==> src/rtl/cdc_event_arbiter_pkg.sv <==
// Shared types for the CDC event arbiter.
// Only the FSM state encoding lives here.
package cdc_event_arbiter_pkg;

   typedef enum logic [0:0] {
      IDLE  = 1'b0,
      OFFER = 1'b1
   } state_t;

endpackage

==> src/rtl/cdc_sync2.sv <==
// Two-flop synchronizer for a bus of independent level signals.
// The reset is active-low and asynchronous; each bit is synchronized on its own.
module cdc_sync2 #(
   parameter int WIDTH = 1
) (
   input  logic             clk,
   input  logic             rst_n,
   input  logic [WIDTH-1:0] d,
   output logic [WIDTH-1:0] q
);

   logic [WIDTH-1:0] meta;

   always_ff @(posedge clk or negedge rst_n) begin
      if (!rst_n) begin
         meta <= '0;
         q    <= '0;
      end else begin
         meta <= d;
         q    <= meta;
      end
   end

endmodule

==> src/rtl/cdc_event_arbiter.sv <==
// Turns rising edges on asynchronous request lines into a round-robin served
// valid/ready event stream. Define CDC_EVENT_ARBITER_OVERFLOW_EN for sticky overflow flags.
module cdc_event_arbiter
   import cdc_event_arbiter_pkg::*;
#(
   parameter  int N_REQ = 4,
   localparam int ID_W  = $clog2(N_REQ)
) (
   input  logic             clk,
   input  logic             rst,
   input  logic [N_REQ-1:0] async_req,
   output logic             evt_valid,
   input  logic             evt_ready,
   output logic [ID_W-1:0]  evt_id,
   output logic [N_REQ-1:0] pending
`ifdef CDC_EVENT_ARBITER_OVERFLOW_EN
   ,
   output logic [N_REQ-1:0] overflow,
   input  logic             overflow_clr
`endif
);

   localparam logic [ID_W-1:0] LAST_ID = ID_W'(N_REQ - 1);

   state_t           state;
   state_t           state_next;
   logic [N_REQ-1:0] q;
   logic [N_REQ-1:0] q_prev;
   logic [N_REQ-1:0] edges;
   logic [N_REQ-1:0] clear_mask;
   logic [ID_W-1:0]  rr_ptr;
   logic [ID_W-1:0]  winner;
   logic             handshake;

   cdc_sync2 #(.WIDTH(N_REQ)) u_sync (
      .clk   (clk),
      .rst_n (~rst),
      .d     (async_req),
      .q     (q)
   );

   always_ff @(posedge clk or posedge rst) begin
      if (rst) q_prev <= '0;
      else     q_prev <= q;
   end

   assign edges      = q & ~q_prev;
   assign handshake  = evt_valid && evt_ready;
   assign clear_mask = handshake ? (N_REQ'(1) << evt_id) : '0;

   // A fresh edge on the source being retired keeps it pending (set wins).
   always_ff @(posedge clk or posedge rst) begin
      if (rst) pending <= '0;
      else     pending <= (pending & ~clear_mask) | edges;
   end

   // Scan from the highest offset down so the lowest offset from rr_ptr wins.
   always_comb begin
      logic [ID_W:0] idx;
      winner = '0;
      idx    = '0;
      for (int k = N_REQ - 1; k >= 0; k--) begin
         idx = {1'b0, rr_ptr} + (ID_W + 1)'(k);
         if (idx >= (ID_W + 1)'(N_REQ)) idx = idx - (ID_W + 1)'(N_REQ);
         if (pending[idx[ID_W-1:0]]) winner = idx[ID_W-1:0];
      end
   end

   always_ff @(posedge clk or posedge rst) begin
      if (rst) state <= IDLE;
      else     state <= state_next;
   end

   always_comb begin
      state_next = state;
      case (state)
         IDLE:    if (pending != '0) state_next = OFFER;
         OFFER:   if (evt_ready)     state_next = IDLE;
         default:                    state_next = IDLE;
      endcase
   end

   always_comb begin
      evt_valid = (state == OFFER);
   end

   always_ff @(posedge clk or posedge rst) begin
      if (rst) begin
         evt_id <= '0;
         rr_ptr <= '0;
      end else if (state == IDLE && pending != '0) begin
         evt_id <= winner;
      end else if (handshake) begin
         rr_ptr <= (evt_id == LAST_ID) ? '0 : evt_id + ID_W'(1);
      end
   end

`ifdef CDC_EVENT_ARBITER_OVERFLOW_EN
   always_ff @(posedge clk or posedge rst) begin
      if (rst) overflow <= '0;
      else     overflow <= (overflow_clr ? '0 : overflow) | (edges & pending & ~clear_mask);
   end
`endif

endmodule

==> config.mk <==
export PLATFORM = sky130hd
export DESIGN_NAME = cdc_event_arbiter
export DESIGN_NICKNAME = d
export VERILOG_FILES = /design/src/rtl/cdc_event_arbiter_pkg.sv /design/src/rtl/cdc_sync2.sv /design/src/rtl/cdc_event_arbiter.sv
export SDC_FILE = /design/constraint.sdc
export NUM_CORES = 1
export LEC_CHECK = 0
export CAP_MARGIN = 10
export CORE_MARGIN = 3
export CORE_UTILIZATION = 45
export CTS_CLUSTER_SIZE = 30
export DETAILED_ROUTE_END_ITERATION = 8
export HOLD_SLACK_MARGIN = 0.08
export PLACE_DENSITY = 0.7
export SLEW_MARGIN = 10
export SYNTH_ARGS = -nofsm -noshare
export SYNTH_HDL_FRONTEND = slang
export SYNTH_SLANG_ARGS = --single-unit
==> constraint.sdc <==
create_clock -name clk -period 1.8 [get_ports clk]
set_clock_uncertainty 0.15 [all_clocks]
set_input_delay 0.36 -clock clk [delete_from_list [all_inputs] [get_ports clk]]
set_output_delay 0.36 -clock clk [all_outputs]
set_load 0.01 [all_outputs]
== After elaboration in Yosys (flattened, before gate mapping) ==
Index checks and enable logic that the tools add are counted.
Storage, ports and cells
  register bits: 21
  input bits: 7
  logic and storage cells: 57
Operators by class
  add/sub/neg operators: 8
  magnitude comparators: 8
  equal/unequal tests: 1
  shift-type cells: 1
  muxes and demuxes: 21
  bitwise operators: 7
  reduce and logical (&&, ||, !) cells: 4
Operators by type and width (count)
  $mux 2: 9
  $lt 2x3->1 const B: 4
  $ge 3x3->1 const B: 3
  $and 4x4->4: 2
  $bmux 1 s2: 4
  $not 4->4: 2
  $sub 2x1->2 const B: 4
  $add 2x2->3 const B: 2
  $mux 1: 6
  $mux 4: 1
  $or 4x4->4: 1
  $reduce_bool 4->1: 1
  $shl 1x2->4 const A: 1
  $add 2x1->3 const B: 1
  $ge 2x3->1 const B: 1
  $add 2x1->2 const B: 1
  $eq 2x2->1 const B: 1
  $logic_and 1x1->1: 2
  $not 1->1: 2
  $pmux 1 s2: 1
  $reduce_and 2->1: 1

== Logic depth before layout (Yosys ltp) ==
Gate-level depths: netlist of the first run.
  word-level depth: 9
  gate-level depth with buffers: 5

== By module ==
Synthesis of the first run repeated with hierarchy kept, for this count alone.
Second synthesis, totals
  cell total of the unflattened synthesis: 65
  area total of the unflattened synthesis: 807.0 um^2
By module, submodules not included
  cdc_event_arbiter: times used 1, cells each 57, area each 606.8 um^2, seq. area each 325.3 um^2
  cdc_sync2: times used 1, cells each 8, area each 200.2 um^2, seq. area each 200.2 um^2

== Worst setup path after synthesis of the first run ==
Ideal clock, no wire load.
  path type: flip-flop to flip-flop
  start: register evt_id[0]
  end: register rr_ptr[1]
  library setup time: 0.125 ns
  arrival time: 1.040 ns
  data required time: 1.525 ns
  setup slack: 0.486 ns
  cell stages (with the launch flop): 4
  clock period less this slack: 1.314 ns
  path through: dfrtp_1 > inv_1 > ha_1 > mux2_2
On the way
  longest elaborated chain between the ends: 2
  elaborated cells between the ends (all ways): 3
  classes of those cells: add/sub: 1; eq/ne: 1; mux: 1
RTL lines
  start: declaration: RTL line cdc_event_arbiter.sv:14  | output logic [ID_W-1:0] evt_id,
  start signal: assignment: RTL line cdc_event_arbiter.sv:92  | evt_id <= winner;
  $add 2x1->2 or $eq 2x2->1 (tied branches): RTL line cdc_event_arbiter.sv:94  | rr_ptr <= (evt_id == LAST_ID) ? '0 : evt_id + ID_W'(1);
  $mux 2 (*): RTL line cdc_event_arbiter.sv:94
  end signal: assignment: RTL line cdc_event_arbiter.sv:94
  end: declaration: RTL line cdc_event_arbiter.sv:31  | logic [ID_W-1:0] rr_ptr;
Mark *: on every way between the ends. The rest lies on a longest branch, timed or not.
A chain may end at the register's enable or synchronous reset.

== Worst setup path after layout of the first run ==
  start: register pending[3]
  end: output pending[3]
RTL lines
  start: declaration: RTL line cdc_event_arbiter.sv:15  | output logic [N_REQ-1:0] pending
  start signal: assignment: RTL line cdc_event_arbiter.sv:54  | else pending <= (pending & ~clear_mask) | edges;
No word-level cell between the ends.

==> results.md, run 1 <==
* Critical path's largest stage delay at approximately 0.54 ns
* Leakage power of the design at between 0.4 and 0.5 nW
* R2R depth at 4
* Post-route clock period utilization at roughly 100%
* DPL Wire Length at a little over 900 um
* Count of hold-fix buffers inserted at cts at 0
* Cell area after synthesis at ~800 sq um
* Global-route wire length before repair at a little over 2000 um
* #FFs+latches synth at 21
* Overall routing resource usage at approximately an eighth
* Unrepaired setup endpoints after global routing: no
* Worst setup timing slack at the placement stage at about 0.18 ns
* I/O pin cnt at 14
* Transition time at the pin with the least slew margin at roughly 0.38 ns
* # DRC at 0
* Layout cell share with drive strength beyond 1 at a little under a fifth
* Synth async-reset ratio at 100%
* Maximum number of pins on one net before global-route repair at 22
* Worst endpoint data arrival time at 1.24 ns
* Total die area at between 2000 and 2500 sq um
* Maximum Capacitance Violations at 0
* Post-detailed-routing wire length at ~1300 um
* Global route total overflow at 0
* Floorplan row count at 14
* Portion of synthesized cell area occupied by the leading cell type at 65.4%
* Fraction of the core area covered by cells at the end of the flow at ~66%
* Peak clock frequency supported by timing at 0.571 GHz
* Slowest library cell on the worst path: sky130_fd_sc_hd__clkdlybuf4s50_1
* Headroom to the max-slew limit at between 70% and 80%
* Top-count cell post-synth: sky130_fd_sc_hd__dfrtp_1
* Clock Sinks at 21
* Critical-path cell list: clkdlybuf4s50_1
* Kind of start point of the critical path: flip-flop
* Mean routed wirelength per cell at between 10 and 15 um
* Part of the Yosys area used for sequential elements at 65.4%
* Worst-skew pair later-pin latency at 0.29 ns
* Port Buffers at 13
* Min Tclk post-route at approximately 1.8 ns
* Leading cell types by total area after synthesis: sky130_fd_sc_hd__dfrtp_1 (65%), sky130_fd_sc_hd__ha_1 (6.2%), sky130_fd_sc_hd__inv_1 (3.7%), sky130_fd_sc_hd__o21ai_0 (3.1%), sky130_fd_sc_hd__nand2_1 (2.8%)
* Number of enable-type register cells in the synthesized netlist at 0
* Initial core utilization at 50.4%
* Warning count from the yosys run at 0
* Initial DRT Pass Iterations at 4
* Number of max-slew violations in the final report at 0
* Iteration-0 DRC Markers at 8
* Via count of the first global-routing pass at 476
* Root buffer selected by CTS: sky130_fd_sc_hd__clkbuf_4
* Number of cells on the worst hold path at 0
* CTS Buf Count at 3
* Via-per-instance ratio at around 4.7
* Largest area contributor in the netlist: sky130_fd_sc_hd__dfrtp_1
* Status: complete, no violations
* Start-to-end type of the worst setup path: flip-flop to output port
* CTS tree: done
* Number of nets produced by synthesis at 76
* Hold Crit Class: flip-flop to flip-flop
* Worst voltage drop across the vdd grid at 715 uV
* Clock slew at the register clock pins of the worst setup and hold paths at approximately 0.1 ns
* Critical path depth in cells at 1
* Maximum fanout along the worst path at 4
* Final Hold Vio Count at 0
* Worst Setup End Kind: output port
* Number of unique standard cell types used by synthesis at 20
* Initial antenna violation count at 0
* Power density normalized to cell area at ~1300 nW/um^2
* Via count at roughly 530
* Antenna-violating nets left at 0
* Average cell area after synthesis at between 10 and 15 sq um
* Fin worst setup slack at around 0.05 ns
* Number of nets at the end of the flow at 101
* Diodes inserted at 0
* Post-synthesis to final-layout area growth at 30.4%
* Core box area at ~1600 sq um
* Worst-case clock buffer depth at 2
* Total buffers and inverters traversed by the critical path at 1
* Die H at 48.3 um
* Main flop type after synthesis: sky130_fd_sc_hd__dfrtp_1
* Die outline width at slightly below 50 um
* H-tree levels at 1
* Top delay family on crit path: buffers and inverters
* Endpoints failing setup at 0
* Final weighted congestion in routability-driven placement at ~0.8
* Leading post-synthesis cells by instance count: sky130_fd_sc_hd__dfrtp_1 (21), sky130_fd_sc_hd__inv_1 (8), sky130_fd_sc_hd__nand2_1 (6), sky130_fd_sc_hd__o21ai_0 (5), sky130_fd_sc_hd__ha_1 (4)
* Count of mapped cells out of synthesis at 65
* Setup TNS after final layout at 0 ns
* Required time at the worst-slack endpoint at approximately 1.3 ns
-- metal layers --
metal / up-vias / wire length (um) / global-route usage (%) / part of all wire [%]
met2: 12 / 576 / 20.3 / 45
met4: 0 / 10 / 8.60 / 0.78
met5: - / 0 / 0 / 0
met3: 2 / 64 / 3.32 / 5.0
met1: 253 / 631 / 16.5 / 49
li1: 267 / - / - / -
-- cells by family (layout without fill, tap and decap cells) --
family,after synthesis,after routing,share of synthesized area (%)
AO/OA/AOI/OAI,12,12,9.35
adder cells (fa/ha/maj),4,4,6.23
buffers and inverters,9,33,4.36
flip-flops,21,21,65.4
multiplexers,3,3,3.89
AND/OR/NAND/NOR,16,16,10.7
-- path summary, 6_finish.rpt --
path                                 from          end  slack (ns)
max in group asynchronous             rst   pending[2]        1.05
max reg2reg                    pending[0]    evt_id[0]        0.36
min                        u_sync.meta[3]  u_sync.q[3]        0.21
min reg2reg                u_sync.meta[3]  u_sync.q[3]        0.21
max                            pending[3]   pending[3]        0.05
min in group asynchronous             rst  u_sync.q[0]        0.23
-- power breakdown --
| group | leakage [nW] | internal (W) | switching, W |
|---|---|---|---|
| logic | 0.244 | 0.000289 | 0.000231 |
| clock network | 0.0150 | 0.0000860 | 0.000125 |
| registers | 0.237 | 0.000567 | 0.0000821 |
-- state kept, by name, summed over array words and instances (netlist names) --
| name | cells |
|---|---|
| evt_id | 2 |
| evt_valid | 1 |
| pending | 4 |
| q_prev | 4 |
| rr_ptr | 2 |
| u_sync.meta | 4 |
| u_sync.q | 4 |
-- final cells by class --
class	instances	area [sq um]
multi-input cells	35	243
repair buffers	21	189
inverters	8	30.0
fillers	121	547
flip-flops and latches	21	529
well taps	24	30.0
clock buffers	4	26.3
-- per-stage QoR --
stage	hold slack, ns	cell area (sq um)	power, W	std cells
detailed placement	0.186	973	0.00110	103
floorplan	0.181	803	0.000894	65
CTS	0.210	1020	0.00134	109
finish	0.210	1050	0.00138	113
global route	0.219	1050	0.00148	113
global placement	0.185	973	0.00108	103
-- what timing repair did --
item	in CTS	in global routing
buffers inserted	2	4
gates resized for setup	4	0
setup endpoints to repair	5	3
-- cell usage in the layout, fill, tap and decap left out --
master,instances
sky130_fd_sc_hd__a21oi_1,2
sky130_fd_sc_hd__nand2_1,6
sky130_fd_sc_hd__o21ai_0,5
sky130_fd_sc_hd__nor2_1,2
sky130_fd_sc_hd__and3_1,1
sky130_fd_sc_hd__mux2_2,1
sky130_fd_sc_hd__clkdlybuf4s50_1,12
sky130_fd_sc_hd__o41ai_1,2
sky130_fd_sc_hd__and2b_1,1
sky130_fd_sc_hd__ha_1,4
sky130_fd_sc_hd__dlygate4sd2_1,1
sky130_fd_sc_hd__nor4_2,1
sky130_fd_sc_hd__inv_1,8
sky130_fd_sc_hd__nand3_1,3
sky130_fd_sc_hd__o22ai_1,1
sky130_fd_sc_hd__or2b_2,1
sky130_fd_sc_hd__o31ai_1,1
sky130_fd_sc_hd__nand2b_1,1
sky130_fd_sc_hd__dfrtp_1,18
sky130_fd_sc_hd__clkbuf_4,3
sky130_fd_sc_hd__mux2i_1,2
sky130_fd_sc_hd__a311oi_1,1
sky130_fd_sc_hd__buf_4,8
sky130_fd_sc_hd__dfrtp_2,3
sky130_fd_sc_hd__clkbuf_1,1
Note: power is estimated with default switching activity, not from simulation.
==> run 2, diff against run 1 <==
Clock period 1.8 ns to 2.1 ns, I/O delays scaled along.
==> run 2 against run 1 <==
Net effect: setup slack better by 0.067 ns; combinational power fell by 34%; sequential cell count stayed put; global-route usage shrank 0.072 points; count of clock-buffer cells in the layout unchanged; clock power decreased by 12%; die area stayed put; critical endpoint is now evt_valid; highest routed layer unchanged.
==> results.md, run 2 (synthesis gave the netlist of run 1 again) <==
* Die outline width at 48.3 um (unchanged)
* Number of max-slew violations in the final report at 0 (unchanged)
* Setup repair bufs after CTS at 0 (-2)
* Global-route wire length before repair at 1990 um (-3.3%)
* Initial core utilization at 50.4% (unchanged)
* Diodes inserted at 0 (unchanged)
* Iteration-0 DRC Markers at 6 (-2)
* Worst-case clock buffer depth at 2 (unchanged)
* Total die area at 2330 sq um (unchanged)
* Via count of the first global-routing pass at 475 (-0.21%)
* Final non-filler cell area at 992 sq um (-5.3%)
* Antenna-violating nets left at 0 (unchanged)
* Post-synthesis to final-layout area growth at 23.5%
* Clock slew at the register clock pins of the worst setup and hold paths at 0.11 ns (about the same)
* Clock Power Share at 16.7% (+1.4 points)
* Top delay family on crit path: buffers and inverters
* Post-route clock period utilization at between 90% and 100%
* Min Tclk post-route at about 2.0 ns
* Most used cells in the layout excluding fill and tap cells: sky130_fd_sc_hd__dfrtp_1 (21), sky130_fd_sc_hd__clkdlybuf4s50_1 (13), sky130_fd_sc_hd__inv_1 (8), sky130_fd_sc_hd__nand2_1 (6), sky130_fd_sc_hd__o21ai_0 (5)
* P_sw at 0.000367 W (-16%)
* Total buffers and inverters traversed by the critical path at 1 (unchanged)
* Worst-skew pair later-pin latency at 0.29 ns (about the same)
* Final Hold Vio Count at 0 (unchanged)
* Worst endpoint data arrival time at 1.41 ns (+0.17 ns)
* Power density normalized to cell area at 1120 nW/um^2 (-15%)
* Via count at 518 (-3.0%)
* H-tree levels at 1 (unchanged)
* Gates resized, CTS repair at 0 (-4)
* Leakage power of the design at 0.467 nW (-6.0%)
* Critical-path cell list: clkdlybuf4s50_1
* Share of total power consumed by net switching at 32.9% (+1.1 points)
* Post-detailed-routing wire length at 1270 um (-1.1%)
* Global route total overflow at 0 (unchanged)
* Layout cell share with drive strength beyond 1 at 8.54% (-11 points)
* Most frequent standard cell in the layout excluding fill and tap cells: sky130_fd_sc_hd__dfrtp_1
* Mean routed wirelength per cell at 12.0 um (+5.4%)
* Power Internal at 0.000749 W (-21%)
* DPL Wire Length at 955 um (+5.3%)
* CTS Buf Count at 3 (unchanged)
* Required time at the worst-slack endpoint at 1.53 ns (+0.24 ns)
* Floorplan row count at 14 (unchanged)
* Worst Setup End Kind: output port
* Start-to-end type of the worst setup path: flip-flop to output port
* Core box area at 1590 sq um (unchanged)
* Transition time at the pin with the least slew margin at 0.380 ns (+0.00463 ns)
* CTS tree: done
* Share of total power in sequential cells at 52.7% (+5.7 points)
* # DRC at 0 (unchanged)
* Headroom to the max-slew limit at 74.4% (-0.31 points)
* Die H at 48.3 um (unchanged)
* Port Buffers at 13 (unchanged)
* Critical path's largest stage delay at 0.60 ns (+0.06 ns)
* Hold Crit Class: flip-flop to flip-flop
* Maximum fanout along the worst path at 11 (+7)
* Via-per-instance ratio at 4.89 (+3.4%)
* Clock Sinks at 21 (unchanged)
* Root buffer selected by CTS: sky130_fd_sc_hd__clkbuf_4
* Maximum number of pins on one net before global-route repair at 22 (unchanged)
* Number of nets at the end of the flow at 94 (-6.9%)
* Peak clock frequency supported by timing at around 0.5 GHz
* Count of hold-fix buffers inserted at cts at 0 (unchanged)
* Initial antenna violation count at 0 (unchanged)
* Kind of start point of the critical path: flip-flop
* Status: complete, no violations
* I/O pin cnt at 14 (unchanged)
* Overall routing resource usage at 13.2% (-0.072 points)
* Unrepaired setup endpoints after global routing: no
* Worst voltage drop across the vdd grid at 579 uV (-19%)
* Initial DRT Pass Iterations at 3 (-1)
* Setup TNS after final layout at 0 ns (unchanged)
* Maximum Capacitance Violations at 0 (unchanged)
* Endpoints failing setup at 0 (unchanged)
* Post-placement cell area at 966 sq um (-0.77%)
* Slowest library cell on the worst path: sky130_fd_sc_hd__clkdlybuf4s50_1
* Combinational share of power at 30.6% (-7.1 points)
* Final weighted congestion in routability-driven placement at 0.891 (+9.3%)
* Number of inserted filler cells in the final layout at 124 (+2.5%)
-- run 2: cell types whose count changed in the layout (fill, tap and decap cells not counted), sizes merged --
cell,change
buf,-7
dlygate4sd2,-1
clkdlybuf4s50,+1
-- run 2: final cells by class --
type                    instances  area (sq um)  share of cell area [%]
repair buffers                 14           138                    13.9
well taps                      24          30.0                    3.03
flip-flops and latches         21           526                    53.0
clock buffers                   4          26.3                    2.65
inverters                       8          30.0                    3.03
multi-input cells              35           243                    24.5
-- run 2: per-layer routing --
| metal | part of all wire (%) | vias to the layer above | wire [um] | track usage, % |
|---|---|---|---|---|
| met2 | 48 | 14 | 607 | 21.1 |
| met5 | 0 | - | 0 | 0 |
| li1 | - | 253 | - | - |
| met1 | 46 | 249 | 583 | 15.8 |
| met3 | 5.0 | 2 | 63 | 2.21 |
| met4 | 1.1 | 0 | 14 | 9.68 |
-- run 2: stage by stage --
| step | hold WS [ns] | utilization, % | worst slack [ns] | cells | total power (W) |
|---|---|---|---|---|---|
| 6_report | 0.212 | 62.2 | 0.116 | 106 | 0.00112 |
| 4_1_cts | 0.215 | 62.2 | 0.103 | 106 | 0.00113 |
| 2_1_floorplan | 0.181 | - | 0.786 | 65 | 0.000766 |
| 3_5_place_dp | 0.186 | 60.6 | 0.412 | 102 | 0.000939 |
| 5_1_grt | 0.218 | 62.2 | 0.0481 | 106 | 0.00119 |
| 3_3_place_gp | 0.184 | 60.6 | 0.446 | 102 | 0.000935 |
-- run 2: worst paths after layout --
| kind | startpoint | endpoint | slack [ns] | cells past startpoint |
|---|---|---|---|---|
| max | evt_valid | evt_valid | 0.12 | 1 |
| min | u_sync.meta[1] | u_sync.q[1] | 0.21 | 0 |
| max reg2reg | pending[0] | evt_id[1] | 0.72 | 3 |
| min reg2reg | u_sync.meta[1] | u_sync.q[1] | 0.21 | 0 |
| max in group asynchronous | rst | q_prev[3] | 1.31 | 3 |
| min in group asynchronous | rst | u_sync.q[0] | 0.28 | 3 |
-- run 2: power groups by stage --
stage	sequential (W)	combinational, W	clock (W)
2_1_floorplan	0.000592	0.000174	0
3_3_place_gp	0.000594	0.000341	0
3_5_place_dp	0.000596	0.000343	0
4_1_cts	0.000587	0.000345	0.000195
5_1_grt	0.000602	0.000380	0.000209
6_report	0.000588	0.000341	0.000186
